## src/rtl/rv32i_pkg.sv

```systemverilog
// Shared RV32I encoder definitions: opcode values, the NOP word, loader FSM
// states and the decoded field bundle that the loader presents to the encoder.
package rv32i_pkg;

  localparam logic [6:0] OP_R      = 7'b0110011;
  localparam logic [6:0] OP_IMM    = 7'b0010011;
  localparam logic [6:0] OP_LOAD   = 7'b0000011;
  localparam logic [6:0] OP_STORE  = 7'b0100011;
  localparam logic [6:0] OP_BRANCH = 7'b1100011;
  localparam logic [6:0] OP_JAL    = 7'b1101111;
  localparam logic [6:0] OP_JALR   = 7'b1100111;
  localparam logic [6:0] OP_LUI    = 7'b0110111;
  localparam logic [6:0] OP_AUIPC  = 7'b0010111;

  // addi x0,x0,0
  localparam logic [31:0] NOP = 32'h0000_0013;

  typedef enum logic [1:0] {
    ST_IDLE,
    ST_RUN,
    ST_DRAIN,
    ST_DONE
  } state_t;

  // func = {funct7[5], funct3}
  typedef struct packed {
    logic [6:0]  opcode;
    logic [4:0]  rd;
    logic [4:0]  rs1;
    logic [4:0]  rs2;
    logic [3:0]  func;
    logic [31:0] imm;
  } fields_t;

endpackage

```

## src/rtl/inst_pack.sv

```systemverilog
// Combinational RV32I packer: decoded field bundle -> 32-bit instruction word.
// Unknown opcodes produce NOP with err=1.
// Build option: IMM_CHECK_EN adds immediate range checks (violation -> NOP, err=1);
// without it excess immediate bits are silently truncated.
// Ports:
//   f    in   field bundle
//   inst out  encoded word
//   err  out  word was replaced by NOP
module inst_pack
  import rv32i_pkg::*;
(
  input  fields_t     f,
  output logic [31:0] inst,
  output logic        err
);

  logic [2:0]  f3;
  logic        f7b;
  logic [31:0] imm;

  assign f3  = f.func[2:0];
  assign f7b = f.func[3];
  assign imm = f.imm;

`ifdef IMM_CHECK_EN
  logic sext12, sext13_even, sext21_even, u_clean, imm_bad;
  // upper bits must all replicate the sign bit of the encodable field
  assign sext12      = (&imm[31:11]) | ~(|imm[31:11]);
  assign sext13_even = ((&imm[31:12]) | ~(|imm[31:12])) & ~imm[0];
  assign sext21_even = ((&imm[31:20]) | ~(|imm[31:20])) & ~imm[0];
  assign u_clean     = ~(|imm[11:0]);
`endif

  always_comb begin
    inst = NOP;
    err  = 1'b0;
`ifdef IMM_CHECK_EN
    imm_bad = 1'b0;
`endif
    case (f.opcode)
      OP_R: inst = {1'b0, f7b, 5'b0, f.rs2, f.rs1, f3, f.rd, f.opcode};
      OP_IMM: begin
        // slli/srli/srai carry shamt in imm[4:0] and the arithmetic bit in f7b
        if (f3 == 3'b001 || f3 == 3'b101)
          inst = {1'b0, f7b, 5'b0, imm[4:0], f.rs1, f3, f.rd, f.opcode};
        else
          inst = {imm[11:0], f.rs1, f3, f.rd, f.opcode};
`ifdef IMM_CHECK_EN
        imm_bad = ~sext12;
`endif
      end
      OP_LOAD, OP_JALR: begin
        inst = {imm[11:0], f.rs1, f3, f.rd, f.opcode};
`ifdef IMM_CHECK_EN
        imm_bad = ~sext12;
`endif
      end
      OP_STORE: begin
        inst = {imm[11:5], f.rs2, f.rs1, f3, imm[4:0], f.opcode};
`ifdef IMM_CHECK_EN
        imm_bad = ~sext12;
`endif
      end
      OP_BRANCH: begin
        inst = {imm[12], imm[10:5], f.rs2, f.rs1, f3, imm[4:1], imm[11], f.opcode};
`ifdef IMM_CHECK_EN
        imm_bad = ~sext13_even;
`endif
      end
      OP_JAL: begin
        inst = {imm[20], imm[10:1], imm[11], imm[19:12], f.rd, f.opcode};
`ifdef IMM_CHECK_EN
        imm_bad = ~sext21_even;
`endif
      end
      OP_LUI, OP_AUIPC: begin
        inst = {imm[31:12], f.rd, f.opcode};
`ifdef IMM_CHECK_EN
        imm_bad = ~u_clean;
`endif
      end
      default: err = 1'b1;
    endcase
`ifdef IMM_CHECK_EN
    if (imm_bad) begin
      inst = NOP;
      err  = 1'b1;
    end
`endif
  end

endmodule

```

## src/rtl/inst_encoder.sv

```systemverilog
// Streaming RV32I program loader: accepts decoded field bundles, packs them into
// instruction words and writes them with incrementing byte addresses to IMEM
// through a single output register. Build option: IMM_CHECK_EN (see inst_pack).
// Ports:
//   clk, reset            clock, synchronous active-high reset
//   start                 begin a new program load (honoured only when idle)
//   in_valid/in_ready     input bundle handshake; in_last marks the final bundle
//   in_opcode..in_imm     decoded fields
//   out_valid/out_ready   output word handshake
//   out_inst/out_addr     encoded word and its byte address
//   out_err               word was replaced by NOP
//   done                  one-cycle pulse once the last word has been taken
//   count                 words written since start
module inst_encoder
  import rv32i_pkg::*;
#(
  parameter int unsigned AW        = 10,
  parameter int unsigned BASE_ADDR = 0
) (
  input  logic          clk,
  input  logic          reset,
  input  logic          start,
  input  logic          in_valid,
  output logic          in_ready,
  input  logic          in_last,
  input  logic [6:0]    in_opcode,
  input  logic [4:0]    in_rd,
  input  logic [4:0]    in_rs1,
  input  logic [4:0]    in_rs2,
  input  logic [3:0]    in_func,
  input  logic [31:0]   in_imm,
  output logic          out_valid,
  input  logic          out_ready,
  output logic [31:0]   out_inst,
  output logic [AW-1:0] out_addr,
  output logic          out_err,
  output logic          done,
  output logic [AW-1:0] count
);

  state_t        state;
  logic [AW-1:0] next_addr;
  fields_t       fields;
  logic [31:0]   pk_inst;
  logic          pk_err;
  logic          accept;
  logic          out_hs;

  assign fields = '{opcode: in_opcode, rd: in_rd, rs1: in_rs1, rs2: in_rs2,
                    func: in_func, imm: in_imm};

  inst_pack u_pack (
    .f    (fields),
    .inst (pk_inst),
    .err  (pk_err)
  );

  // Output register may be refilled on the same edge it is drained.
  assign in_ready = (state == ST_RUN) & (~out_valid | out_ready);
  assign accept   = in_valid & in_ready;
  assign out_hs   = out_valid & out_ready;

  // Loader FSM, output register and counters.
  always_ff @(posedge clk) begin
    if (reset) begin
      state     <= ST_IDLE;
      out_valid <= 1'b0;
      out_inst  <= 32'h0;
      out_addr  <= AW'(BASE_ADDR);
      out_err   <= 1'b0;
      done      <= 1'b0;
      count     <= '0;
      next_addr <= AW'(BASE_ADDR);
    end else begin
      done <= 1'b0;
      if (out_hs) begin
        out_valid <= 1'b0;
        count     <= count + AW'(1);
      end
      if (accept) begin
        out_valid <= 1'b1;
        out_inst  <= pk_inst;
        out_err   <= pk_err;
        out_addr  <= next_addr;
        next_addr <= next_addr + AW'(4);
      end
      case (state)
        ST_IDLE: begin
          if (start) begin
            state     <= ST_RUN;
            next_addr <= AW'(BASE_ADDR);
            count     <= '0;
          end
        end
        ST_RUN: begin
          if (accept && in_last) state <= ST_DRAIN;
        end
        ST_DRAIN: begin
          // register is empty once this edge has drained it
          if (~out_valid | out_ready) begin
            state <= ST_DONE;
            done  <= 1'b1;
          end
        end
        ST_DONE: state <= ST_IDLE;
        default: state <= ST_IDLE;
      endcase
    end
  end

endmodule

```

## config.mk

```make
export PLATFORM = sky130hd
export DESIGN_NAME = inst_encoder
export DESIGN_NICKNAME = d
export VERILOG_FILES = /design/src/rtl/rv32i_pkg.sv /design/src/rtl/inst_pack.sv /design/src/rtl/inst_encoder.sv
export SDC_FILE = /design/constraint.sdc
export NUM_CORES = 1
export LEC_CHECK = 0
export BUFFER_PORTS_ARGS = -buffer_cell sky130_fd_sc_hd__buf_2
export CAP_MARGIN = 10
export CORE_MARGIN = 2
export CORE_UTILIZATION = 45
export DETAILED_ROUTE_END_ITERATION = 10
export GPL_ROUTABILITY_DRIVEN = 0
export PLACE_DENSITY_LB_ADDON = 0.2
export SLEW_MARGIN = 20
export SYNTH_ARGS = -nofsm -noshare
export SYNTH_HDL_FRONTEND = slang
export SYNTH_SLANG_ARGS = --single-unit
```

## constraint.sdc

```tcl
create_clock -name clk -period 3.3 [get_ports clk]
set_input_delay 0.495 -clock clk [delete_from_list [all_inputs] [get_ports clk]]
set_output_delay 0.495 -clock clk [all_outputs]
set_load 0.005 [all_outputs]
```

### Word-level counts from Yosys, hierarchy flattened

Cells that the tools add are included.

| storage, ports and cells | value |
|---|---|
| flip-flop bits (word level) | 67 |
| input bits | 64 |
| output and inout bits | 56 |
| logic and storage cells | 58 |

| cells by class | value |
|---|---|
| add/sub/neg operators | 2 |
| equal/unequal tests | 17 |
| mux-type cells | 16 |
| bitwise gates (word level) | 6 |
| reduce and logical (&&, ||, !) cells | 9 |

Operators with widths:

| kind | count |
|---|---|
| one-hot mux 32 bit (7 select lines) | 1 |
| two-way mux 10 bit | 6 |
| two-way mux 32 bit | 1 |
| equality test 7 x 6 -> 1 bit, second input constant | 3 |
| equality test 7 bit, second input constant | 3 |
| equality test 7 x 5 -> 1 bit, second input constant | 2 |
| adder 10 x 1 -> 10 bit, second input constant | 1 |
| adder 10 x 3 -> 10 bit, second input constant | 1 |
| OR reduction 9 bit | 1 |
| one-hot mux 2 bit (4 select lines) | 1 |
| equality test 7 x 2 -> 1 bit, second input constant | 1 |
| two-way mux 2 bit | 3 |
| OR reduction 2 bit | 3 |
| equality test 2 bit, second input constant | 2 |
| two-way mux 1 bit | 4 |
| inequality test 2 bit, second input constant | 2 |
| bitwise AND 1 bit | 3 |
| equality test 3 x 1 -> 1 bit, second input constant | 1 |
| equality test 3 bit, second input constant | 1 |
| AND reduction 3 bit | 1 |
| equality test 2 x 1 -> 1 bit, second input constant | 1 |
| logical NOT 2 bit | 1 |
| inequality test 2 x 1 -> 1 bit, second input constant | 1 |
| inverter 1 bit | 2 |
| other kinds (4) | 4 |

### Logic depth before layout (Yosys ltp)

Gate-level depths: netlist (run 1).

| logic depth | value |
|---|---|
| depth in word-level cells | 7 |
| mapped depth | 8 |
| mapped depth without buffers | 6 |

### By module

From an unflattened synthesis (run 1), not the netlist that was laid out.

| unflattened totals | value |
|---|---|
| cell total of the unflattened synthesis | 389 |
| area, all modules | 3096.7 um^2 |

By module, submodules not included:

| module | times used | cells an instance | area each (um^2) | sequential area each (um^2) |
|---|---|---|---|---|
| inst_encoder | 1 | 299 | 2451.1 | 1261.2 |
| inst_pack | 1 | 90 | 645.6 | 0.0 |

### Least setup slack after synthesis (run 1)

Ideal clock, no wire load.

| path | value |
|---|---|
| path type | input port to flip-flop |
| start point | input port in_opcode[3] |
| end point | register out_inst[31] |
| library setup time | 76 ps |
| data arrival time | 1767 ps |
| required time | 3224 ps |
| slack | 1457 ps |
| stages on the path | 6 |
| buffers on the path | 2 |
| cells stage by stage | buf_6 and2b_2 or3_4 a211o_2 buf_6 a22oi_2 |

| between the ends | value |
|---|---|
| word-level cells in the longest chain between the ends | 3 |
| elaborated cells on any way between the ends | 12 |
| those cells by class | eq/ne: 9; mux: 1; reduce/logical: 2 |

RTL lines:

| item | line | text |
|---|---|---|
| start: declaration | inst_encoder.sv:26 | `input logic [6:0] in_opcode,` |
| equality test 7 x 6 -> 1 bit (tied with other cells) | inst_pack.sv:40 | `case (f.opcode)` |
| OR reduction 2 bit, on equally long branches | n/a |  |
| one-hot mux 32 bit (7 select lines) (*) | inst_pack.sv:40 |  |
| end signal: assignment | inst_encoder.sv:82 | `out_inst <= pk_inst;` |
| end: declaration | inst_encoder.sv:34 | `output logic [31:0] out_inst,` |

Every way passes the cells marked *; elsewhere a longest branch is shown, timed or not.
A chain may end at the register's enable or synchronous reset.

### Worst setup path after layout (run 1)

| path | value |
|---|---|
| start point | register state[1] |
| end point | register out_inst[31] |

| between the ends | value |
|---|---|
| word-level cells in the longest chain between the ends | 3 |

RTL lines:

| item | line | text |
|---|---|---|
| start: declaration | inst_encoder.sv:41 | `state_t state;` |
| start signal: assignment | inst_encoder.sv:66 | `state <= ST_IDLE;` |
| start signal: assignment | inst_encoder.sv:90 | `state <= ST_RUN;` |
| start signal: assignment | inst_encoder.sv:96 | `if (accept && in_last) state <= ST_DRAIN;` |
| equality test 2 x 1 -> 1 bit | inst_encoder.sv:59 | `assign in_ready = (state == ST_RUN) & (~out_valid \| out_ready);` |
| bitwise AND 1 bit | inst_encoder.sv:59 |  |
| bitwise AND 1 bit | inst_encoder.sv:60 | `assign accept = in_valid & in_ready;` |

No other way between the ends.

==> flow_summary.yaml, run 1 <==
yosys:
  ys_types: 57
  synth_edf_count: 0
  synth_common_cells: "nand2_1, dfxtp_1, nor2_1"
  synth_top_area_cell: "dfxtp_1"
  async_flop_share_pct: 0
  ys_seq_elements: 63
  postSynthCellCount: 379
  yosysWarnings: 0
  synth_top_area_share_pct: 39.5
  avgSynthCellArea_um2: 8.43
  ys_seq_area_share_pct: 39.5
  yosys_most_used_dff: "dfxtp_1"
  yosys-top-cells-area: "dfxtp_1, nand2_1, a221oi_1"
  netlist_area_um2: 3190
  synth_most_common_cell: "nand2_1"
clock_tree:
  clkTransAtPathRegs_ns: 0.07
  ctsLongestPathBuffers: 2
  post_cts_resized: 0
  h-tree-depth: 3
  clock_sinks: 63
  clk_latency_ns: 0.35
  postCtsHoldBufs: 0
  cts_root_buffer: "clkbuf_8"
  cts_setup_buffers: 0
  cts_tree: "yes"
  numCtsBuffers: 9
critical_path:
  crit_path_cell_trace: "inv_1 -> ha_1 -> and2_1 -> a21oi_2 -> a222oi_1 -> a22oi_2"
  crit_path_start_kind: "flip-flop"
  worst-path-max-fanout: 19
  cp_slowest_cell: "a21oi_2"
  reg2reg_slack_ns: 1.18
  max_stage_delay_ns: 0.68
  reg2reg_from: "state[1]"
  rr_endpoint: "out_inst[31]"
  required_ns: 3.57
  path_class: "flip-flop to flip-flop"
  arrival_ns: 2.39
  worst_setup_path_end_kind: "flip-flop"
  ff2ff_path_depth: 6
floorplanning:
  start_util_pct: 46.8
  dieWidth_um: 88.3
  die_h_um: 88.3
  top_level_ports: 120
  die_area_um2: 7790
  core_region_area_um2: 6830
  num_rows: 30
power:
  powerDensity_nw_per_um2: 479
  p_total_mw: 1.90
  ir_worst_vdd_mv: 0.211
  power.leakage_nw: 1.66
cells_and_area:
  utilization_pct: 58.0
  multi_input_area_um2: 1720
  antenna_cells: 0
  layout.nets: 558
  final_area_um2: 3960
  area_delta_synth_final_pct: 24.0
  drive_above_1_share_pct: 31.8
  area.sequential_um2: 1260
  final_cells: 589
  fillCellCount: 669
detailed_routing:
  finalWirelength_um: 8310
  vias: 3198
  ant_nets: 0
  avgRoutedWirePerCell_um: 14.1
  first_pass_iters: 5
  first_iter_violations: 135
  drc: 0
  vias_per_cell: 5.43
min_path:
  hp-class: "input port to flip-flop"
  hold_path_depth: 3
  min_to: "out_inst[25]"
  hold_start: "in_imm[5]"
placement:
  dp_cells: 573
  dpl-instance-area_um2: 3760
  io_buffers: 117
  dp_hpwl_um: 6100
  place_ws_ns: 1.02
sta:
  period_minus_slack_ns: 2.12
  setup_viol: 0
  tns_ns: 0
  hold_violations: 0
  relSlewSlack_pct: 32.8
  fin_ws_ns: 1.18
  fin_skew_ns: 0.0106
  holdWs_ns: 0.423
  fin_crit_sh_pct: 64.1
  fmax_mhz: 473
  tightest_slew_ns: 0.999
  slew_viol_final: 0
  grt_setup_unrepaired: "no"
global_route:
  grt_pass1_wl_um: 13000
  grt_max_degree: 25
  grt_pass1_vias: 2778
  track_usage_pct: 21.5
  grt-ovfl-total: 0
  antenna_found_initial: 0
flow_run:
  max-cap-violations: 0
status:
  status: "finished clean"
worst max path at each step:
stage / slack (ns) / cells after the start / endpoint / from
finish: 1.18 / 6 / out_inst[31] / state[1]
global route: 1.02 / 6 / out_inst[31] / state[1]
CTS: 1.17 / 6 / out_inst[31] / state[1]
detailed placement: 1.02 / 5 / out_inst[15] / in_opcode[1]
global placement: 1.09 / 5 / out_inst[31] / in_opcode[3]
floorplan: 1.46 / 6 / out_inst[31] / in_opcode[3]
kinds of logic after synthesis:
logic type	synth area share, %
fa+ha+maj	2.35
other cells	0.117
buf+inv	6.82
simple gates	25.5
compound gates	21.3
mux	0.627
xor+xnor	3.84
flops	39.5
placed cells by master, fill, tap and decap left out, types with 10 or more instances in the layout:
cell type,instances
nor3_1,16
o21ai_1,12
dfxtp_1,63
a221oi_1,15
o21ai_0,12
a21oi_1,18
nand2_1,73
clkbuf_8,10
nor2_1,29
buf_2,117
worst max-delay path, delay by kind of cell (launching register included):
kind                       cells  cell delay [ns]
buffers and inverters          1             0.09
and+or+nand+nor                1             0.22
adders and majority gates      1             0.22
DFF                            1             0.36
AOI/OAI and AO/OA              3             1.15
report_power, final:
group | switching [mW] | total, mW | leakage [nW] | internal, mW
combinational | 0.231 | 0.388 | 1.05 | 0.157
sequential | 0.0313 | 0.836 | 0.509 | 0.805
clock | 0.303 | 0.673 | 0.103 | 0.369
total | 0.565 | 1.90 | 1.66 | 1.33
state kept, by name, summed over array words and instances (netlist names):
register and cells:
out_valid 1, out_err 1, count 10, state 2, out_addr 8, out_inst 32, next_addr 8, done 1
cell type report:
type | instances | area share (%)
repair buffers | 123 | 15.9
multi-input cells | 284 | 43.5
inverters | 7 | 0.664
clock inverters | 5 | 1.45
flip-flops and latches | 63 | 31.8
clock buffers | 11 | 3.57
well taps | 96 | 3.03
metal layers:
layer / wire length, um / up-vias / global-route usage (%)
met3: 677 / 12 / 7.74
met1: 3770 / 1481 / 29.8
li1: - / 1581 / -
met2: 3730 / 124 / 30.6
met5: 0 / - / 0
met4: 129 / 0 / 8.13
(Power assumes the default switching activity.)
==> inputs of run 2 (changes only) <==
==> constraint.sdc (replaced) <==
create_clock -name clk -period 2.2 [get_ports clk]
set_input_delay 0.33 -clock clk [delete_from_list [all_inputs] [get_ports clk]]
set_output_delay 0.33 -clock clk [all_outputs]
set_load 0.005 [all_outputs]
==> run 2 against run 1 <==
  * Clock power is 69% higher
  * Clock-buffer cell count did not move
  * Clock skew about the same
  * Global-route usage up 0.28 points
  * Maximum frequency up 12%
  * Sequential cell count is the same
  * Critical path depth is 1 higher
  * Highest routed layer unchanged
==> flow_summary.yaml, run 2 (synthesis gave the netlist of run 1 again) <==
status:
  status: "finished clean"
detailed_routing:
  avgRoutedWirePerCell_um: 14.1
  vias_per_cell: 5.33
  drc: 0
  first_pass_iters: 4
  ant_nets: 0
  vias: 3181
  finalWirelength_um: 8440
  first_iter_violations: 121
critical_path:
  max_stage_delay_ns: 0.44
  crit_path_cell_trace: "inv_1 -> ha_1 -> and2_1 -> a21oi_2 -> buf_4 -> a22oi_1 -> a22oi_2"
  worst-path-max-fanout: 10
  required_ns: 2.46
  cpLargestDelayFamily: "compound AO/OA/AOI/OAI gates"
  crit_path_start_kind: "flip-flop"
  worst_setup_path_end_kind: "flip-flop"
  path_class: "flip-flop to flip-flop"
  ff2ff_path_depth: 7
  arrival_ns: 2.15
  path_buf_inv: 2
  worst-path-stages: 7
  cp_slowest_cell: "a21oi_2"
cells_and_area:
  final_common_cell: "buf_2"
  layout_common_cells: "buf_2, nand2_1, dfxtp_1"
  utilization_pct: 59.2
  layout.nets: 566
  top_regs: "out_inst x32, count x10"
  area.sequential_um2: 1260
  area_delta_synth_final_pct: 26.6
  largest_reg_flops: 32
  top_register: "out_inst"
  multi_input_area_um2: 1720
  drive_above_1_share_pct: 32.9
  final_area_um2: 4040
  fillCellCount: 677
  antenna_cells: 0
placement:
  dp_hpwl_um: 6250
  io_buffers: 117
  dpl-instance-area_um2: 3820
sta:
  hold_violations: 0
  holdWs_ns: 0.268
  fin_skew_ns: 0.0107
  setup_viol: 0
  relSlewSlack_pct: 52.3
  period_minus_slack_ns: 1.89
  tns_ns: 0
  slew_viol_final: 0
  fmax_mhz: 529
  tightest_slew_ns: 0.716
  grt_setup_unrepaired: "no"
  fin_crit_sh_pct: 85.9
clock_tree:
  ctsLongestPathBuffers: 2
  clk_latency_ns: 0.34
  cts_root_buffer: "clkbuf_8"
  clkTransAtPathRegs_ns: 0.08
  cts_tree: "yes"
  cts_setup_buffers: 0
  clock_sinks: 63
  h-tree-depth: 3
  post_cts_resized: 0
  numCtsBuffers: 9
  postCtsHoldBufs: 0
floorplanning:
  die_h_um: 88.3
  dieWidth_um: 88.3
  die_area_um2: 7790
  start_util_pct: 46.8
  num_rows: 30
  top_level_ports: 120
  core_region_area_um2: 6830
power:
  p_total_mw: 2.98
  ir_worst_vdd_mv: 0.356
  power.leakage_nw: 1.71
  powerDensity_nw_per_um2: 737
global_route:
  grt_pass1_wl_um: 13300
  antenna_found_initial: 0
  grt_max_degree: 23
  grt-ovfl-total: 0
  grt_pass1_vias: 2842
  track_usage_pct: 21.8
min_path:
  hold_path_depth: 3
  hp-class: "input port to flip-flop"
flow_run:
  max-cap-violations: 0
## run 2: layer usage
| layer | vias up | wire length (um) | track usage [%] |
|---|---|---|---|
| met1 | 1465 | 3760 | 29.7 |
| met2 | 109 | 3930 | 32.9 |
| met4 | 0 | 146 | 8.26 |
| met3 | 12 | 599 | 6.06 |
| li1 | 1595 | - | - |
| met5 | - | 0 | 0 |
## run 2: final timing paths
path | end | slack, ns | startpoint
worst max-delay path | out_inst[28] | 0.31 | state[1]
worst min-delay path | out_inst[19] | 0.27 | in_rs1[4]
worst max register to register | out_inst[28] | 0.31 | state[1]
worst min register to register | out_inst[13] | 0.45 | out_inst[13]
## run 2: worst register-to-register path, stage by stage, from the launching register on
cell and delay, ns:
dfxtp_1 0.35, inv_1 0.08, ha_1 0.22, and2_1 0.21
a21oi_2 0.44, buf_4 0.25, a22oi_1 0.08, a22oi_2 0.18
## run 2: final cells by class
cell class	instances	area share (%)
Multi-Input combinational cell	284	42.6
Sequential cell	63	31.2
Timing Repair Buffer	131	17.1
Clock buffer	11	3.50
Tap cell	96	2.97
Clock inverter	5	2.01
Inverter	7	0.650
## run 2: power by group
group          leakage, nW  internal, mW  switching, mW
logic                 1.09         0.248          0.348
registers            0.509          1.21         0.0430
clock network        0.110         0.670          0.466
## run 2: through the flow
step | setup WS [ns] | std cells
after CTS | 0.312 | 597
after global placement | 0.258 | 581
final | 0.310 | 597
after global routing | 0.182 | 597
after detailed placement | 0.215 | 581
after floorplan | 0.522 | 380
